$ cat src/rtl/pipelined_shifter_pkg.sv
// Shared definitions for the pipelined shifter: operation encodings, default sizes
// and the constant log2 helper used to size the stage chain.
package pipelined_shifter_pkg;

    localparam int unsigned DefaultWidth = 32;
    localparam int unsigned DefaultTagw  = 4;

    // Codes 3'b101..3'b111 are reserved and pass the operand through untouched.
    typedef enum logic [2:0] {
        OpSrl = 3'b000,
        OpSll = 3'b001,
        OpSra = 3'b010,
        OpRor = 3'b011,
        OpRol = 3'b100
    } op_e;

    function automatic int unsigned clog2(input int unsigned value);
        int unsigned res;
        int unsigned v;
        res = 0;
        v   = value - 1;
        while (v > 0) begin
            res = res + 1;
            v   = v >> 1;
        end
        return res;
    endfunction

endpackage

$ cat src/rtl/shifter_stage.sv
// One pipeline stage: conditionally shifts/rotates by AMT when its shift-amount bit
// is set, and registers the data with the operation's valid, op, tag and control bits.
module shifter_stage
    import pipelined_shifter_pkg::*;
#(
    parameter int unsigned WIDTH = DefaultWidth,
    parameter int unsigned AMT   = 1,
    parameter int unsigned TAGW  = DefaultTagw,
    parameter int unsigned SHW   = clog2(WIDTH)
) (
    input  logic             clk_i,
    input  logic             rst_n,
    input  logic             en_i,
    input  logic             valid_i,
    input  logic [WIDTH-1:0] data_i,
    input  logic [2:0]       op_i,
    input  logic [TAGW-1:0]  tag_i,
    input  logic             ovr_i,
    input  logic [SHW-1:0]   sh_i,
    output logic             valid_o,
    output logic [WIDTH-1:0] data_o,
    output logic [2:0]       op_o,
    output logic [TAGW-1:0]  tag_o,
    output logic             ovr_o,
    output logic [SHW-1:0]   sh_o
);

    localparam int unsigned Bit = clog2(AMT);

    logic             valid_q;
    logic [WIDTH-1:0] data_d, data_q;
    logic [2:0]       op_q;
    logic [TAGW-1:0]  tag_q;
    logic             ovr_q;
    logic [SHW-1:0]   sh_q;

    always_comb begin
        data_d = data_i;
        if (sh_i[Bit]) begin
            case (op_i)
                OpSrl:   data_d = data_i >> AMT;
                OpSll:   data_d = data_i << AMT;
                OpSra:   data_d = $signed(data_i) >>> AMT;
                OpRor:   data_d = {data_i[AMT-1:0], data_i[WIDTH-1:AMT]};
                OpRol:   data_d = {data_i[WIDTH-AMT-1:0], data_i[WIDTH-1:WIDTH-AMT]};
                default: data_d = data_i;
            endcase
        end
    end

    always_ff @(posedge clk_i or negedge rst_n) begin
        if (!rst_n) begin
            valid_q <= 1'b0;
            data_q  <= '0;
            op_q    <= '0;
            tag_q   <= '0;
            ovr_q   <= 1'b0;
            sh_q    <= '0;
        end else if (en_i) begin
            valid_q <= valid_i;
            data_q  <= data_d;
            op_q    <= op_i;
            tag_q   <= tag_i;
            ovr_q   <= ovr_i;
            sh_q    <= sh_i;
        end
    end

    assign valid_o = valid_q;
    assign data_o  = data_q;
    assign op_o    = op_q;
    assign tag_o   = tag_q;
    assign ovr_o   = ovr_q;
    assign sh_o    = sh_q;

endmodule

$ cat src/rtl/pipelined_shifter.sv
// Barrel shifter/rotator split into log2(WIDTH) registered stages with a global
// stall; overrange and sign-fill are resolved after the last stage.
module pipelined_shifter
    import pipelined_shifter_pkg::*;
#(
    parameter int unsigned WIDTH = DefaultWidth,
    parameter int unsigned TAGW  = DefaultTagw
) (
    input  logic             clk_i,
    input  logic             rst_n,
    input  logic             in_valid_i,
    output logic             in_ready_o,
    input  logic [WIDTH-1:0] d_i,
    input  logic [WIDTH-1:0] s_i,
    input  logic [2:0]       op_i,
    input  logic [TAGW-1:0]  tag_i,
    output logic             out_valid_o,
    input  logic             out_ready_i,
    output logic [WIDTH-1:0] y_o,
    output logic [TAGW-1:0]  tag_o,
    output logic             op_err_o
);

    localparam int unsigned Log2W = clog2(WIDTH);

    logic             stall;
    logic             advance;
    logic [Log2W:0]   vld;
    logic [Log2W:0]   ovr;
    logic [WIDTH-1:0] dat [Log2W+1];
    logic [2:0]       opc [Log2W+1];
    logic [TAGW-1:0]  tg  [Log2W+1];
    logic [Log2W-1:0] sh  [Log2W+1];
    logic             unused_sh;

    assign stall      = out_valid_o & ~out_ready_i;
    assign advance    = ~stall;
    assign in_ready_o = ~stall;

    assign vld[0] = in_valid_i;
    assign dat[0] = d_i;
    assign opc[0] = op_i;
    assign tg[0]  = tag_i;
    assign ovr[0] = |s_i[WIDTH-1:Log2W];
    assign sh[0]  = s_i[Log2W-1:0];

    for (genvar k = 0; k < Log2W; k++) begin : g_stage
        shifter_stage #(
            .WIDTH (WIDTH),
            .AMT   (2 ** k),
            .TAGW  (TAGW),
            .SHW   (Log2W)
        ) u_stage (
            .clk_i   (clk_i),
            .rst_n   (rst_n),
            .en_i    (advance),
            .valid_i (vld[k]),
            .data_i  (dat[k]),
            .op_i    (opc[k]),
            .tag_i   (tg[k]),
            .ovr_i   (ovr[k]),
            .sh_i    (sh[k]),
            .valid_o (vld[k+1]),
            .data_o  (dat[k+1]),
            .op_o    (opc[k+1]),
            .tag_o   (tg[k+1]),
            .ovr_o   (ovr[k+1]),
            .sh_o    (sh[k+1])
        );
    end

    assign unused_sh = ^sh[Log2W];

    assign out_valid_o = vld[Log2W];
    assign tag_o       = tg[Log2W];

    // Rotates ignore overrange; logical shifts collapse to zero, SRA to the sign.
    always_comb begin
        op_err_o = (opc[Log2W] > OpRol);
        y_o      = dat[Log2W];
        if (!op_err_o && ovr[Log2W]) begin
            case (opc[Log2W])
                OpSrl, OpSll: y_o = '0;
                OpSra:        y_o = {WIDTH{dat[Log2W][WIDTH-1]}};
                default:      y_o = dat[Log2W];
            endcase
        end
    end

endmodule

$ cat config.mk
export PLATFORM = sky130hd
export DESIGN_NAME = pipelined_shifter
export DESIGN_NICKNAME = d
export VERILOG_FILES = /design/src/rtl/pipelined_shifter_pkg.sv /design/src/rtl/shifter_stage.sv /design/src/rtl/pipelined_shifter.sv
export SDC_FILE = /design/constraint.sdc
export NUM_CORES = 1
export LEC_CHECK = 0
export CAP_MARGIN = 15
export CORE_UTILIZATION = 56
export DETAILED_ROUTE_END_ITERATION = 12
export HOLD_SLACK_MARGIN = 0.08
export PLACE_DENSITY = 0.79
export REMOVE_ABC_BUFFERS = 1
export SLEW_MARGIN = 20
export SYNTH_ARGS = -nofsm -noshare
export SYNTH_HDL_FRONTEND = slang
export SYNTH_SLANG_ARGS = --single-unit
$ cat constraint.sdc
create_clock -name clk_i -period 1.9 [get_ports clk_i]
set_clock_uncertainty 0.05 [all_clocks]
set_input_delay 0.475 -clock clk_i [delete_from_list [all_inputs] [get_ports clk_i]]
set_output_delay 0.475 -clock clk_i [all_outputs]
set_load 0.01 [all_outputs]
# Word level (Yosys, flattened, before mapping)
# Index checks and enable logic that the tools add are counted.
op_classes:
  order_cmp: 1
  eq_ne: 22
  muxes: 12
  bitwise: 3
  n_reduce_logical: 11
ops:
  columns: ["op", "count"]
  rows:
  - ["$pmux W32 S5", 4]
  - ["$mux W32", 6]
  - ["$pmux W32 S4", 1]
  - ["$pmux W32 S2", 1]
  - ["$eq A3 B2 Y1 const B", 11]
  - ["$reduce_or A27 Y1", 1]
  - ["$eq A3 B1 Y1 const B", 6]
  - ["$logic_not A3 Y1", 6]
  - ["$eq A3 B3 Y1 const B", 5]
  - ["$reduce_or A2 Y1", 2]
  - ["$gt A3 B3 Y1 const B", 1]
  - ["$not A1 Y1", 2]
  - ["$and A1 B1 Y1", 1]
  - ["$logic_and A1 B1 Y1", 1]
  - ["$logic_not A1 Y1", 1]
word_totals:
  register_bits: 225
  output_inout_bits: 39
  elab_cells: 78

# Longest topological paths before layout
# Gate-level depths: netlist (run 1).
logic_depth:
  depth_word: 4
  depth_mapped: 8

# Modules after synthesis
# A second synthesis (run 1) with hierarchy kept.
hier_totals:
  cells_unflattened: 1293
  hier_area_um2: 14069.7
modules_own_cells:
  columns: ["mod", "n_inst", "cells_each", "area_each_um2", "seq_area_each_um2"]
  rows:
  - ["shifter_stage (g_stage[0].u_stage)", 1, 302, 3256.9, 1151.1]
  - ["shifter_stage (g_stage[1].u_stage)", 1, 305, 3188.1, 1151.1]
  - ["shifter_stage (g_stage[3].u_stage)", 1, 237, 2600.0, 1151.1]
  - ["shifter_stage (g_stage[2].u_stage)", 1, 233, 2511.2, 1151.1]
  - ["shifter_stage (g_stage[4].u_stage)", 1, 163, 2084.5, 1151.1]
  - ["pipelined_shifter", 1, 53, 429.2, 0.0]

# Worst setup path before layout (run 1)
# OpenSTA, ideal clock, no wires.
synth_timing:
  path_kind: "register to output"
  startpoint: "register g_stage[4].u_stage.valid_q"
  endpoint: "output in_ready_o"
  arrival_time_ps: 1376
  required_time_ps: 1375
  slack_ps: -1
  stages_incl_launch_ff: 7
  path_buffers: 4
  path_cell_list: "dfrtp_1 > nor2b_1 > buf_6 > inv_2 > buf_2 > buf_2 > clkbuf_1"
synth_between:
  elab_chain_cells: 2
synth_rtl:
  columns: ["element", "line", "source"]
  rows:
  - ["start: declaration", "shifter_stage.sv:30", "logic valid_q;"]
  - ["start signal: assignment", "shifter_stage.sv:60", "valid_q <= valid_i;"]
  - ["$and A1 B1 Y1", "pipelined_shifter.sv:36", "assign stall = out_valid_o & ~out_ready_i;"]
  - ["$not A1 Y1", "pipelined_shifter.sv:38", "assign in_ready_o = ~stall;"]
  - ["end: declaration", "pipelined_shifter.sv:12", "output logic in_ready_o,"]
# Every way passes these cells.

# Worst setup path after layout (run 1)
layout_timing:
  startpoint: "register g_stage[4].u_stage.op_q[2]"
  endpoint: "output y_o[20]"
layout_between:
  elab_chain_cells: 4
layout_rtl:
  columns: ["element", "line", "source"]
  rows:
  - ["start: declaration", "shifter_stage.sv:32", "logic [2:0] op_q;"]
  - ["start signal: assignment", "shifter_stage.sv:62", "op_q <= op_i;"]
  - ["$eq A3 B1 Y1, or another cell as far along", "pipelined_shifter.sv:82", "case (opc[Log2W])"]
  - ["$reduce_or A2 Y1 or $logic_not A1 Y1 (tied branches)", "pipelined_shifter.sv:82, pipelined_shifter.sv:81", null]
  - ["$pmux W32 S2 or $logic_and A1 B1 Y1 (tied branches)", "pipelined_shifter.sv:82, pipelined_shifter.sv:81", null]
  - ["$mux W32 (*)", "pipelined_shifter.sv:81", "if (!op_err_o && ovr[Log2W]) begin"]
  - ["end: declaration", "pipelined_shifter.sv:19", "output logic [WIDTH-1:0] y_o,"]
# Mark *: on every way between the ends. The rest lies on a longest branch, timed or not.

==> flow_summary.json, run 1 <==
{
  "status": "finished, violations left",
  "violations": "setup timing",
  "cp_max_fo": 16,
  "chipWidth_um": 138,
  "hold_path_class": "reg2reg",
  "ctsHtreeMaxLevel": 1,
  "regToRegSetupSlack_ns": -0.02,
  "max_freq_ghz": 0.441,
  "ys_types": 48,
  "drt_iter0_markers": 947,
  "syn_avg_cell_area_sq_um": 9.41,
  "ys_top_cells_by_count": "dfrtp_1, nand2_1, nor2_1",
  "nets": 1303,
  "hold_start": "g_stage[4].u_stage.tag_o[3]",
  "die_y_um": 138,
  "gp_congestion": 0.878,
  "cts_root_buf": "clkbuf_16",
  "die_area_sq_mm": 0.0190,
  "clock-sinks": 215,
  "worstHoldPathCells": 2,
  "drcViolationCount": 0,
  "power_switching_share_pct": 40.5,
  "cp_data_arrival_time_ns": 1.74,
  "ys_ff_latch": 215,
  "synth_area_leaders": "dfrtp_1, a221oi_1, o22ai_1",
  "fin_area_sq_mm": 0.0134,
  "start_kind": "register",
  "yosysSeqAreaShare_pct": 51.9,
  "holdWs_ns": 0.409,
  "met1_usage_pct": 39.9,
  "comb_power_share_pct": 43.6,
  "clockPowerShare_pct": 20.4,
  "worstSkewPairLatency_ns": 0.52,
  "routed_wl_mm": 28.9,
  "nFillCells": 1261,
  "grt_use_met2_pct": 48.7,
  "layout_setup_ws_ns": -0.369,
  "viasPerCell": 6.54,
  "ys_warn_count": 0,
  "leakagePower_nw": 5.96,
  "finalMaxSlewViolations": 0,
  "rsz0062_at_grt": "yes",
  "cts.clk_slew.worst_paths_ns": 0.06,
  "synthArstFlopShare_pct": 100,
  "reg2reg_to": "g_stage[0].u_stage.data_o[8]",
  "rows": 49,
  "critPathRequiredTime_ns": 1.37,
  "tightest_slew_ns": 0.736,
  "grt_busiest_layer": "met2",
  "finalSetupTns_ns": -11.11,
  "grt_max_degree": 47,
  "clockBufferDepth": 3,
  "irDropWorstVdd_mv": 1.37,
  "cp-end-kind": "primary output",
  "globalRoute.totalOverflow": 0,
  "synth_top_area_share_pct": 51.9,
  "drt-wirelength-per-cell_um": 19.6,
  "grt_pass1_vias": 9067,
  "r2r_start": "g_stage[4].u_stage.valid_o",
  "power.total_mw": 25.2,
  "setup_violations": 34,
  "powerDensity_mw_per_mm2": 1880,
  "ys.flop_type": "dfrtp_1",
  "first_pass_iters": 6,
  "hold_viol_final": 0,
  "syn-cell-area_sq_mm": 0.0104,
  "core_region_area_sq_mm": 0.0180,
  "yosysTopAreaCell": "dfrtp_1",
  "synthCells": 1101,
  "maxSlewHeadroom_pct": 50.8,
  "tritoncts": "built",
  "p_sw_mw": 10.2,
  "n_antenna_cell": 0,
  "drive_gt1_share_pct": 18.2,
  "crit_type": "reg2out",
  "num_vias": 9642,
  "cts_made_buffers": 23,
  "reg2reg_depth": 7,
  "hpwlAfterDp_mm": 18.6,
  "period_minus_slack_ns": 2.27,
  "port-buffer-count": 113,
  "antenna_found_initial": 0,
  "post-route-period-util_pct": 119,
  "synth_edf_count": 0,
  "area_growth_pct": 29.4,
  "grt_use_met3_pct": 3.26,
  "holdPathEnd": "g_stage[4].u_stage.tag_o[3]",
  "grt_pass1_wl_mm": 46.7,
  "drtAntennaViolNets": 0,
  "postPlaceCellArea_sq_mm": 0.0122,
  "io_pins": 114,
  "seq_power_share_pct": 36.0,
  "start_util_pct": 57.5,
  "grt_usage_pct": 29.2,
  "cap_violations": 0,
  "p_int_mw": 15.0,
  "yosysMostFrequentCell": "dfrtp_1"
}
[routing by layer]
layer | vias up | routed length, um
met4 | 0 | 1030
met5 | - | 0
met3 | 97 | 2080
met1 | 4686 | 11700
met2 | 496 | 14100
li1 | 4363 | -
[cells by family (layout without fill, tap and decap cells)]
| logic type | after synthesis | count (layout) | synth area share (%) |
|---|---|---|---|
| buf+inv | 120 | 264 | 5.04 |
| flops | 215 | 215 | 51.9 |
| xor+xnor | 4 | 4 | 0.338 |
| simple gates | 383 | 383 | 15.3 |
| compound gates | 378 | 378 | 27.2 |
| mux | 1 | 1 | 0.109 |
[worst max-delay path by stage]
stage,from,endpoint,slack [ns],depth (start not counted)
2_1_floorplan,out_ready_i,g_stage[2].u_stage.data_o[27],-5.59,5
3_3_place_gp,out_ready_i,in_ready_o,-0.35,4
3_5_place_dp,out_ready_i,g_stage[2].u_stage.data_o[11],-0.40,7
4_1_cts,g_stage[4].u_stage.op_o[2],y_o[8],-0.37,5
5_1_grt,g_stage[4].u_stage.op_o[2],y_o[2],-0.41,5
6_report,g_stage[4].u_stage.op_o[2],y_o[20],-0.37,5
[worst max-delay path, cell delays in order, from the launching register on]
cell and delay (ns):
dfrtp_1 0.38, nand2b_4 0.17, a21o_4 0.22, buf_12 0.15
a21o_1 0.18, buf_2 0.13
[state kept, by name, summed over array words and instances (netlist names)]
register / flops
g_stage.u_stage.data_o: 160
g_stage.u_stage.sh_o: 10
g_stage.u_stage.ovr_o: 5
g_stage.u_stage.tag_o: 20
g_stage.u_stage.valid_o: 5
g_stage.u_stage.op_o: 15
[cell type report]
class,count,area [sq um],area share [%]
clock buffer,30,662,4.94
tap,229,287,2.14
multi-input combinational,766,4770,35.6
clock inverter,12,218,1.62
inverter,22,90.1,0.672
sequential,215,5380,40.2
timing repair buffer,200,2000,14.9
[power groups by stage]
| stage | Clock [mW] | Combinational (mW) | Sequential [mW] |
|---|---|---|---|
| floorplan | 0 | 6.46 | 8.26 |
| global placement | 0 | 10.3 | 8.83 |
| detailed placement | 0 | 10.6 | 8.94 |
| CTS | 5.17 | 10.4 | 8.90 |
| global route | 5.35 | 12.0 | 9.34 |
| finish | 5.14 | 11.0 | 9.07 |
[placed cells by master, fill, tap and decap left out, drive strengths merged, types with 3 or more instances in the layout]
master,n
bufinv,6
o311a,4
dlygate4sd2,6
a221oi,110
nand2,202
clkinv,4
nor4b,5
buf,119
nand2b,5
nor4,6
a32oi,6
a221o,8
nand3b,9
a31oi,3
a211oi,3
a21o,35
nor2,130
inv,24
and3,3
dfrtp,215
o21ai,20
clkdlybuf4s50,72
nor2b,11
o21a,4
o22ai,122
a22oi,24
clkbuf,32
a21oi,31
xnor2,4
[what timing repair did]
item / CTS / global route
hold buffers: 1 / 0
buffers inserted: 6 / 4
gates cloned: 2 / 2
endpoints found under the hold margin: 40 / 0
resized for setup: 153 / 42
pin swaps: 9 / 4
endpoints found under the setup margin: 39 / 87
[stage by stage]
step / cells / setup WS (ns) / utilization (%)
2_1_floorplan: 1003 / -5.59 / -
3_3_place_gp: 1419 / -0.346 / 67.8
3_5_place_dp: 1419 / -0.404 / 67.8
4_1_cts: 1468 / -0.367 / 72.4
5_1_grt: 1474 / -0.409 / 74.3
6_report: 1474 / -0.369 / 74.3
(Power assumes the default switching activity.)
==> run 2: changes to the inputs <==
==> constraint.sdc (replaced) <==
create_clock -name clk_i -period 1.9 [get_ports clk_i]
set_clock_uncertainty 0.05 [all_clocks]
set_input_delay 0.38 -clock clk_i [delete_from_list [all_inputs] [get_ports clk_i]]
set_output_delay 0.38 -clock clk_i [all_outputs]
set_load 0.01 [all_outputs]
==> run 2 against run 1 <==
Effect of this change: the run still ends with setup timing left; sequential share of layout area up 1.0 points; critical path depth unchanged; combinational power about the same; largest cell class unchanged.
==> flow_summary.json, run 2 (same netlist as run 1, synthesis figures left out) <==
{
  "globalRoute.totalOverflow": 0,
  "cp_max_fo": 16,
  "setup_violations": 32,
  "grt_pass1_wl_mm": 47.0,
  "drt_iter0_markers": 733,
  "powerDensity_mw_per_mm2": 1830,
  "num_vias": 9405,
  "area_growth_pct": 26.2,
  "violations": "setup timing",
  "fin_area_sq_mm": 0.0131,
  "crit_type": "reg2out",
  "layout_setup_ws_ns": -0.261,
  "largest_reg_flops": 160,
  "drive_gt1_share_pct": 15.7,
  "nFillCells": 1311,
  "rows": 49,
  "cts.clk_slew.worst_paths_ns": 0.06,
  "r2r_start": "g_stage[4].u_stage.valid_o",
  "cts_made_buffers": 22,
  "worstSkewPairLatency_ns": 0.51,
  "routed_wl_mm": 27.8,
  "critPathRequiredTime_ns": 1.47,
  "rsz0062_at_grt": "yes",
  "maxSlewHeadroom_pct": 50.1,
  "die_area_sq_mm": 0.0190,
  "core_region_area_sq_mm": 0.0180,
  "first_pass_iters": 5,
  "n_antenna_cell": 0,
  "final_common_cell": "dfrtp_1",
  "startpoint": "g_stage[4].u_stage.op_o[2]",
  "clock-sinks": 215,
  "cts_root_buf": "clkbuf_16",
  "drtAntennaViolNets": 0,
  "final_cell_mix": "dfrtp_1, nand2_1, nor2_1",
  "grt_usage_pct": 29.3,
  "hold_viol_final": 0,
  "postPlaceCellArea_sq_mm": 0.0122,
  "drt-wirelength-per-cell_um": 19.0,
  "irDropWorstVdd_mv": 1.13,
  "ctsHtreeMaxLevel": 1,
  "hold_path_class": "in2reg",
  "clockBufferDepth": 3,
  "dp_slack_ns": -0.300,
  "cp_data_arrival_time_ns": 1.73,
  "gp_congestion": 0.894,
  "finalSetupTns_ns": -7.44,
  "grt_max_degree": 51,
  "period_minus_slack_ns": 2.16,
  "viasPerCell": 6.43,
  "die_y_um": 138,
  "antenna_found_initial": 0,
  "port-buffer-count": 113,
  "drcViolationCount": 0,
  "nets": 1293,
  "status": "finished, violations left",
  "leakagePower_nw": 5.78,
  "holdWs_ns": 0.352,
  "cp-end-kind": "primary output",
  "post-route-period-util_pct": 114,
  "chipWidth_um": 138,
  "cap_violations": 0,
  "finalMaxSlewViolations": 0,
  "power.total_mw": 23.9,
  "tightest_slew_ns": 0.747,
  "hpwlAfterDp_mm": 18.6,
  "io_pins": 114,
  "grt_pass1_vias": 9103,
  "start_kind": "register",
  "tritoncts": "built",
  "start_util_pct": 57.5,
  "max_freq_ghz": 0.463,
  "hold_start": "tag_i[2]"
}
==> run 2: cell count changes in the layout (fill, tap and decap cells not counted), sizes merged <==
| cell | delta |
|---|---|
| clkinvlp | +1 |
| clkbuf | +4 |
| clkdlybuf4s50 | +6 |
| inv | -2 |
| dlygate4sd2 | -6 |
| buf | -9 |
| bufinv | -6 |
==> run 2: worst max-delay path, stage by stage, from the launching register on <==
cell	delay, ns
dfrtp_1	0.38
nand2b_4	0.16
a21o_4	0.23
buf_12	0.16
a21o_1	0.17
buf_2	0.13
==> run 2: through the flow <==
step | util [%] | instances
2_1_floorplan | - | 1003
3_3_place_gp | 67.9 | 1415
3_5_place_dp | 67.9 | 1415
4_1_cts | 71.6 | 1460
5_1_grt | 72.5 | 1462
6_report | 72.5 | 1462
==> run 2: report_power, final <==
part	total (mW)	internal, mW	switching, mW
registers	8.99	6.73	2.26
logic	10.8	4.98	5.80
clock network	4.12	2.38	1.75
==> run 2: metal layers <==
layer,track usage [%],vias to the layer above,part of all wire (%)
li1,-,4350,-
met1,40.3,4564,42
met2,47.7,421,49
met3,4.26,70,6.5
met4,10.8,0,2.7
met5,0,-,0
==> run 2: repair_timing <==
item / CTS / global route
pin swaps: 18 / 9
setup endpoints to repair: 37 / 65
endpoints found under the hold margin: 44 / 0
setup buffers: 3 / 1
hold buffers: 1 / 0
gates resized for setup: 143 / 24
cloned: 2 / 1
==> run 2: layout make-up <==
class / count / area (sq um) / share of cell area [%]
clock inverter: 5 / 38.8 / 0.297
inverter: 22 / 87.6 / 0.670
timing repair buffer: 191 / 1980 / 15.2
multi-input combinational: 766 / 4640 / 35.5
tap: 229 / 287 / 2.19
sequential: 215 / 5380 / 41.2
clock buffer: 34 / 656 / 5.02
==> run 2: worst paths after layout <==
path | depth (start not counted) | slack (ns) | to
worst max-delay path | 5 | -0.26 | y_o[24]
worst min-delay path | 3 | 0.35 | g_stage[0].u_stage.tag_o[2]
worst max register to register | 6 | 0.07 | g_stage[0].u_stage.data_o[25]
worst min register to register | 2 | 0.41 | g_stage[4].u_stage.tag_o[3]
max in group asynchronous | 3 | 0.74 | g_stage[2].u_stage.data_o[11]
min in group asynchronous | 2 | 0.37 | g_stage[2].u_stage.ovr_o
==> run 3: changes to the inputs <==
--- a/config.mk
+++ b/config.mk
@@ -7,6 +7,7 @@
 export LEC_CHECK = 0
 export CAP_MARGIN = 15
 export CORE_UTILIZATION = 56
+export CTS_BUF_LIST = sky130_fd_sc_hd__clkbuf_4
 export DETAILED_ROUTE_END_ITERATION = 12
 export HOLD_SLACK_MARGIN = 0.08
 export PLACE_DENSITY = 0.79
==> run 3 against run 2 <==
Effect of this change: the flow still finishes with violations (setup timing); sequential power about the same; fmax down 6.5%; cell area down 0.31%; clock power down 10%; non-clock buffer count up 1; die area unchanged; global-route usage up 0.26 points.
==> flow_summary.json, run 3 (same netlist as run 1, synthesis figures left out) <==
{
  "status": "finished, violations left",
  "violations": "setup timing",
  "period_minus_slack_ns": 2.31,
  "core_region_area_sq_mm": 0.0180,
  "post-route-period-util_pct": 122,
  "rsz0062_at_grt": "yes",
  "cap_violations": 0,
  "antenna_found_initial": 1,
  "port-buffer-count": 113,
  "worstSkewPairLatency_ns": 0.70,
  "drcViolationCount": 0,
  "largest_reg_flops": 160,
  "area_growth_pct": 25.8,
  "dp_slack_ns": -0.300,
  "fin_area_sq_mm": 0.0130,
  "holdWs_ns": 0.177,
  "hold_path_class": "in2reg",
  "hold_viol_final": 0,
  "final_common_cell": "dfrtp_1",
  "drive_gt1_share_pct": 19.2,
  "first_pass_iters": 5,
  "cts_made_buffers": 53,
  "grt_pass1_vias": 9228,
  "final_cell_mix": "dfrtp_1, nand2_1, nor2_1",
  "routed_wl_mm": 28.0,
  "rows": 49,
  "irDropWorstVdd_mv": 1.13,
  "drt-wirelength-per-cell_um": 18.5,
  "crit_type": "reg2out",
  "powerDensity_mw_per_mm2": 1800,
  "die_y_um": 138,
  "critPathRequiredTime_ns": 1.47,
  "ctsHtreeMaxLevel": 2,
  "cp_max_fo": 16,
  "io_pins": 114,
  "drtAntennaViolNets": 0,
  "nets": 1325,
  "grt_usage_pct": 29.6,
  "power.total_mw": 23.4,
  "die_area_sq_mm": 0.0190,
  "leakagePower_nw": 5.84,
  "globalRoute.totalOverflow": 0,
  "num_vias": 9558,
  "finalMaxSlewViolations": 0,
  "setup_violations": 34,
  "clockBufferDepth": 3,
  "hpwlAfterDp_mm": 18.6,
  "viasPerCell": 6.31,
  "drt_iter0_markers": 869,
  "clock-sinks": 215,
  "cp_data_arrival_time_ns": 1.88,
  "finalSetupTns_ns": -12.62,
  "tightest_slew_ns": 0.760,
  "start_util_pct": 57.5,
  "layout_setup_ws_ns": -0.412,
  "cts.clk_slew.worst_paths_ns": 0.06,
  "chipWidth_um": 138,
  "maxSlewHeadroom_pct": 49.2,
  "gp_congestion": 0.894,
  "postPlaceCellArea_sq_mm": 0.0122,
  "cts_root_buf": "clkbuf_4",
  "grt_pass1_wl_mm": 47.2,
  "tritoncts": "built",
  "max_freq_ghz": 0.433,
  "start_kind": "register",
  "grt_max_degree": 51,
  "cp-end-kind": "primary output"
}
## run 3: cell types whose count changed in the layout (fill, tap and decap cells not counted), sizes merged
| cell | before | now |
|---|---|---|
| clkbuf | 36 | 80 |
| clkdlybuf4s50 | 78 | 73 |
| clkinv | 4 | 9 |
| dlygate4sd2 | 0 | 5 |
| buf | 110 | 112 |
| clkinvlp | 1 | 0 |
| diode | 0 | 1 |
| inv | 22 | 23 |
## run 3: power by group
group | switching (mW) | internal (mW) | leakage [nW]
combinational | 5.78 | 4.92 | 2.99
sequential | 2.27 | 6.73 | 2.47
clock | 1.82 | 1.89 | 0.387
## run 3: final timing paths
path / from / end / slack (ns) / cells past startpoint
hold reg to reg: g_stage[3].u_stage.valid_o / g_stage[3].u_stage.valid_o / 0.41 / 2
setup reg to reg: g_stage[4].u_stage.valid_o / g_stage[0].u_stage.data_o[18] / 0.03 / 6
hold / removal: tag_i[3] / g_stage[0].u_stage.tag_o[3] / 0.18 / 3
setup / recovery: g_stage[4].u_stage.op_o[2] / y_o[24] / -0.41 / 5
min in group asynchronous: rst_n / g_stage[2].u_stage.data_o[1] / 0.20 / 2
max in group asynchronous: rst_n / g_stage[0].u_stage.tag_o[2] / 0.89 / 3
## run 3: critical path, stage by stage (launching register included)
cell	delay, ns
dfrtp_1	0.38
nand2b_4	0.16
a21o_4	0.22
buf_12	0.15
a21o_1	0.17
buf_2	0.13
## run 3: final cells by class
type | instances | area [sq um]
Inverter | 22 | 87.6
Clock buffer | 79 | 593
Multi-Input combinational cell | 766 | 4660
Timing Repair Buffer | 192 | 1980
Sequential cell | 215 | 5380
Clock inverter | 10 | 47.5
Fill cell | 1332 | 4990
Antenna cell | 1 | 2.50
Tap cell | 229 | 287
## run 3: repair_timing
action / CTS / global route
setup endpoints to repair: 40 / 68
gates cloned: 2 / 1
hold buffers: 1 / 0
hold endpoints to repair: 215 / 0
pin swaps: 18 / 2
setup buffers: 4 / 1
gates resized for setup: 151 / 27
## run 3: metrics by stage
step	cells	utilization [%]
6_report	1514	72.3
5_1_grt	1514	72.3
4_1_cts	1511	71.3
3_5_place_dp	1415	67.9
3_3_place_gp	1415	67.9
2_1_floorplan	1003	-
## run 3: metal layers
layer  wire (um)  vias to the layer above  global-route usage (%)
li1            -                     4432                       -
met4         769                        0                    11.0
met1       11600                     4618                    39.9
met2       13700                      444                    48.1
met5           0                        -                       0
met3        1970                       64                    5.26
